--- src/rtl/ascon_pack.sv ---
// Shared types, constants and helpers for the Ascon permutation core.
package ascon_pack;

    localparam int ROUNDS_FULL_C  = 12;
    localparam int ROUNDS_SHORT_C = 6;

    // Five 64-bit words; index 0 is x0 and sits in the most significant bits.
    typedef logic [0:4][63:0] type_state;

    typedef enum logic {
        IDLE = 1'b0,
        RUN  = 1'b1
    } fsm_t;

    // Round constant for round index r: upper nibble 15-r, lower nibble r.
    function automatic logic [7:0] round_constant(input logic [3:0] r);
        return {4'hF - r, r};
    endfunction

    // 64-bit rotate right.
    function automatic logic [63:0] ror64(input logic [63:0] x, input int unsigned n);
        return (x >> n) | (x << (64 - n));
    endfunction

endpackage

--- src/rtl/permutation_core_round_comb.sv ---
// One full combinational Ascon round: constant addition, S-box layer, linear layer.
module round_comb
    import ascon_pack::*;
(
    input  type_state   state_i,
    input  logic [3:0]  round_i,
    output type_state   state_o
);

    // Constant addition into the low byte of x2.
    function automatic type_state pc(input type_state s, input logic [3:0] r);
        type_state t;
        t = s;
        t[2][7:0] = t[2][7:0] ^ round_constant(r);
        return t;
    endfunction

    // Bitsliced 5-bit S-box applied to all 64 columns at once.
    function automatic type_state ps(input type_state s);
        logic [63:0] x0, x1, x2, x3, x4;
        logic [63:0] t0, t1, t2, t3, t4;
        x0 = s[0]; x1 = s[1]; x2 = s[2]; x3 = s[3]; x4 = s[4];
        x0 = x0 ^ x4; x4 = x4 ^ x3; x2 = x2 ^ x1;
        t0 = ~x0 & x1; t1 = ~x1 & x2; t2 = ~x2 & x3; t3 = ~x3 & x4; t4 = ~x4 & x0;
        x0 = x0 ^ t1; x1 = x1 ^ t2; x2 = x2 ^ t3; x3 = x3 ^ t4; x4 = x4 ^ t0;
        x1 = x1 ^ x0; x0 = x0 ^ x4; x3 = x3 ^ x2; x2 = ~x2;
        return {x0, x1, x2, x3, x4};
    endfunction

    // Per-word linear diffusion.
    function automatic type_state pl(input type_state s);
        type_state t;
        t[0] = s[0] ^ ror64(s[0], 19) ^ ror64(s[0], 28);
        t[1] = s[1] ^ ror64(s[1], 61) ^ ror64(s[1], 39);
        t[2] = s[2] ^ ror64(s[2], 1)  ^ ror64(s[2], 6);
        t[3] = s[3] ^ ror64(s[3], 10) ^ ror64(s[3], 17);
        t[4] = s[4] ^ ror64(s[4], 7)  ^ ror64(s[4], 41);
        return t;
    endfunction

    // Chain the three layers into one round.
    always_comb begin
        state_o = pl(ps(pc(state_i, round_i)));
    end

endmodule

--- src/rtl/permutation_core.sv ---
// Iterative Ascon permutation: one round per clock, p^a or p^b selected at start.
module permutation_core
    import ascon_pack::*;
#(
    parameter int ROUNDS_FULL  = 12,
    parameter int ROUNDS_SHORT = 6
) (
    input  logic      clock_i,
    input  logic      reset_i,
    input  logic      start_i,
    input  logic      mode_i,
    input  type_state state_i,
    output type_state state_o,
    output logic      busy_o,
    output logic      done_o
);

    localparam logic [3:0] FIRST_FULL  = 4'(ROUNDS_FULL_C - ROUNDS_FULL);
    localparam logic [3:0] FIRST_SHORT = 4'(ROUNDS_FULL_C - ROUNDS_SHORT);
    localparam logic [3:0] LAST_ROUND  = 4'(ROUNDS_FULL_C - 1);

    fsm_t       fsm_q;
    logic [3:0] round_q;
    type_state  state_q;
    type_state  state_d;
    logic       done_q;

    round_comb u_round (
        .state_i (state_q),
        .round_i (round_q),
        .state_o (state_d)
    );

    // FSM, round counter, state register and done pulse.
    always_ff @(posedge clock_i or posedge reset_i) begin
        if (reset_i) begin
            fsm_q   <= IDLE;
            round_q <= '0;
            state_q <= '0;
            done_q  <= 1'b0;
        end else begin
            done_q <= 1'b0;
            case (fsm_q)
                IDLE: begin
                    if (start_i) begin
                        state_q <= state_i;
                        round_q <= mode_i ? FIRST_FULL : FIRST_SHORT;
                        fsm_q   <= RUN;
                    end
                end
                RUN: begin
                    state_q <= state_d;
                    // The counter parks at the last index instead of wrapping.
                    if (round_q == LAST_ROUND) begin
                        fsm_q  <= IDLE;
                        done_q <= 1'b1;
                    end else begin
                        round_q <= round_q + 4'd1;
                    end
                end
                default: fsm_q <= IDLE;
            endcase
        end
    end

    assign state_o = state_q;
    assign busy_o  = (fsm_q == RUN);
    assign done_o  = done_q;

endmodule
--- config.mk ---
export PLATFORM = sky130hd
export DESIGN_NAME = permutation_core
export DESIGN_NICKNAME = d
export VERILOG_FILES = /design/src/rtl/ascon_pack.sv /design/src/rtl/permutation_core_round_comb.sv /design/src/rtl/permutation_core.sv
export SDC_FILE = /design/constraint.sdc
export NUM_CORES = 1
export LEC_CHECK = 0
export ABC_CLOCK_PERIOD_IN_PS = 11950
export BUFFER_PORTS_ARGS = -buffer_cell sky130_fd_sc_hd__buf_2
export CAP_MARGIN = 20
export CORE_ASPECT_RATIO = 1.75
export CORE_MARGIN = 2
export CORE_UTILIZATION = 50
export CTS_CLUSTER_SIZE = 20
export DETAILED_ROUTE_END_ITERATION = 12
export GPL_TIMING_DRIVEN = 0
export HOLD_SLACK_MARGIN = 0.12
export PLACE_DENSITY_LB_ADDON = 0.12
export SLEW_MARGIN = 25
export SYNTH_ARGS = -nofsm -noshare
export SYNTH_HDL_FRONTEND = slang
export SYNTH_HIERARCHICAL = 1
export SYNTH_SLANG_ARGS = --single-unit
--- constraint.sdc ---
create_clock -name clock_i -period 11.95 [get_ports clock_i]
set_input_delay 3.585 -clock clock_i [delete_from_list [all_inputs] [get_ports clock_i]]
set_output_delay 3.585 -clock clock_i [all_outputs]
set_load 0.01 [all_outputs]
==> results_dict.tcl <==
set metrics [dict create \
    netlist.top_cell.by_area "dfrtp_1" \
    min-delay-path-class "register to register" \
    timing.final.ws_setup_ps 6980 \
    ctsLongestPathBuffers 3 \
    die_width_um 192 \
    first_iter_violations 2193 \
    route.antenna.remaining_nets 0 \
    all_layer_global_routing_usage_pct 46.4 \
    vias_per_cell 5.80 \
    relSlewSlack_pct 14.3 \
    worst_clock_skew_ps 12.2 \
    final_cell_area_mm2 0.0369 \
    most_frequent_standard_cell_in_the_layout_excluding_fill_and_tap_cells "buf_2" \
    cts_num_sinks 326 \
    timing.critical_path.slowest_cell_delay_ps 580 \
    place_hpwl_mm 127 \
    area.growth.synth_to_final_pct 19.0 \
    post-synth-top-area-fraction_pct 26.3 \
    critPathCapture "state_o[6]" \
    netlist-cell-type-count 34 \
    vias 26200 \
    ys_seq_elements 326 \
    critical_path.reg2reg.startpoint "round_q[0]$_DFFE_PP0P_" \
    crit_path_max_fanout 5 \
    clk-insertion-delay-late_ps 580 \
    critical_path_arrival_ps 1380 \
    coreArea_mm2 0.0613 \
    status "completed" \
    finalSetupViolCount 0 \
    final_critical_delay_including_setup_and_external_delays_ps 4970 \
    final_layout_size_suffix_gt1_share_pct 23.2 \
    cap_viol_max_count 0 \
    grt_start_max_net_pins 32 \
    final.period_utilization_pct 41.6 \
    timing.reg2reg.setup_slack_ps 8620 \
    nature_of_the_critical_path_endpoint "output pin" \
    holdWs_ps 617 \
    synthesis.instances 3012 \
    worstSetupPathDepth 1 \
    yosys_warnings 6 \
    core.rowCount 120 \
    synth_top_flop_cell "dfrtp_1" \
    grt_setup_unrepaired "no" \
    boundaryPins 646 \
    final_net_count 4159 \
    clock.fmax_ghz 0.201 \
    postSynth.asyncResetShare_pct 100 \
    timing.critical_path.buf_inv 1 \
    grt_pass1_vias 26000 \
    cp.required_ps 8370 \
    tritoncts "yes" \
    mostFrequentLayoutCells "buf_2, nand2_1, xnor2_1, dfrtp_1, mux2i_1" \
    worstRegToRegCells 7 \
    worst_r2r_endpoint "state_o[111]$_DFFE_PP0P_" \
    post_drt_wl_per_cell_um 32.9 \
    numCtsBuffers 36 \
    cts_hold_repair_buffers 0 \
    crit_slowest_cell "dfrtp_1" \
    postSynthNetCount 3465 \
    cts_setup_buffers 0 \
    setup.worst_path.start "state_o[6]$_DFFE_PP0P_" \
    grt_pass1_wl_mm 200 \
    wirelength_routed_mm 149 \
    worstMarginPinSlew_ps 1280 \
    cp_top_family "flip-flops" \
    timing.final.max_slew_violations 0 \
    sum_neg_setup_slack_ps 0 \
    port_buffers 644 \
    synth_area_per_cell_um2 10.3 \
    synth_sequential_area_ratio_pct 26.3 \
    critical_path.startpoint_type "register" \
    post-route-drc-count 0 \
    grt_antenna_before_repair 4 \
    floorplan.die_area_mm2 0.0641 \
    cts.root.buffer_cell "clkbuf_16" \
    critPathKind "register to output pin" \
    gp_congestion 1.11 \
    place_area_mm2 0.0357 \
    cts_max_level 2 \
    gr-total-overflow 0 \
    post_synth_instance_area_mm2 0.0310 \
    timing.critical_path.cells "buf_2" \
    synth-edff-count 0 \
    post_synth_main_area_contributors "dfrtp_1, xnor3_1, xnor2_1" \
    worst_setup_hold_path_clk_slew_ps 70 \
    report.final.hold_viol_count 0 \
    dpl_worst_slack_ps 6810 \
    detail_route.first_pass.iterations 6 \
    overall_die_height_um 333 \
    initial_utilization_pct 50.6 \
    post_cts_sizing 0 \
]
-- sequential cells by signal, summed over array words and instances (netlist names) --
name / count
state_o: 320
round_q: 4
busy_o: 1
done_o: 1
-- layer usage --
metal  wire [um]  global-route usage [%]
met1       50200                    50.8
met2       70000                    75.5
met3       11400                    8.29
met4       17500                    43.0
met5          27                       0
-- layout make-up --
type	instances	area, um2
sequential	326	8160
clock buffer	49	1060
inverter	142	537
timing repair buffer	656	3470
antenna	2	5.00
tap	793	992
buffer	108	773
fill	5497	24400
multi-input combinational	2436	21800
clock inverter	13	124
-- worst min-delay path, delay by kind of cell, from the launching register on --
family	cells	cell delay, ps
mux	1	90
compound gates	1	100
flops	1	390
-- Yosys cell counts (20+ instances only) --
master,number
xnor2_1,491
nor2_1,91
clkbuf_1,49
xor2_1,105
xnor2_2,52
ha_1,129
o21ai_1,280
xnor3_1,225
xor3_1,31
buf_8,20
dfrtp_1,326
inv_1,142
o21ai_0,78
mux2i_1,324
a21oi_1,79
nand2_1,522
-- metrics by stage --
stage / utilization, % / instances
global route: 60.2 / 4523
detailed placement: 58.2 / 4461
CTS: 60.2 / 4523
global placement: 57.5 / 4449
finish: 60.2 / 4525
floorplan: - / 3012
-- logic make-up after synthesis --
| logic type | synth area share, % |
|---|---|
| AO/OA/AOI/OAI | 7.09 |
| XOR/XNOR | 38.6 |
| adder cells (fa/ha/maj) | 5.60 |
| buffers and inverters | 4.22 |
| flip-flops | 26.3 |
| multiplexers | 10.5 |
| AND/OR/NAND/NOR | 7.63 |
-- worst min-delay path by stage --
stage | start | end | slack [ps] | cells after the start
floorplan | round_q[1]$_DFFE_PP0P_ | round_q[1]$_DFFE_PP0P_ | 590 | 1
global placement | state_o[225]$_DFFE_PP0P_ | state_o[225]$_DFFE_PP0P_ | 610 | 2
detailed placement | state_o[139]$_DFFE_PP0P_ | state_o[139]$_DFFE_PP0P_ | 610 | 2
CTS | state_o[139]$_DFFE_PP0P_ | state_o[139]$_DFFE_PP0P_ | 630 | 2
global route | state_o[139]$_DFFE_PP0P_ | state_o[139]$_DFFE_PP0P_ | 660 | 2
finish | state_o[172]$_DFFE_PP0P_ | state_o[172]$_DFFE_PP0P_ | 620 | 2
Power is not shown: default switching activity piles up to over one toggle a cycle in this logic, so the estimate is an artifact.
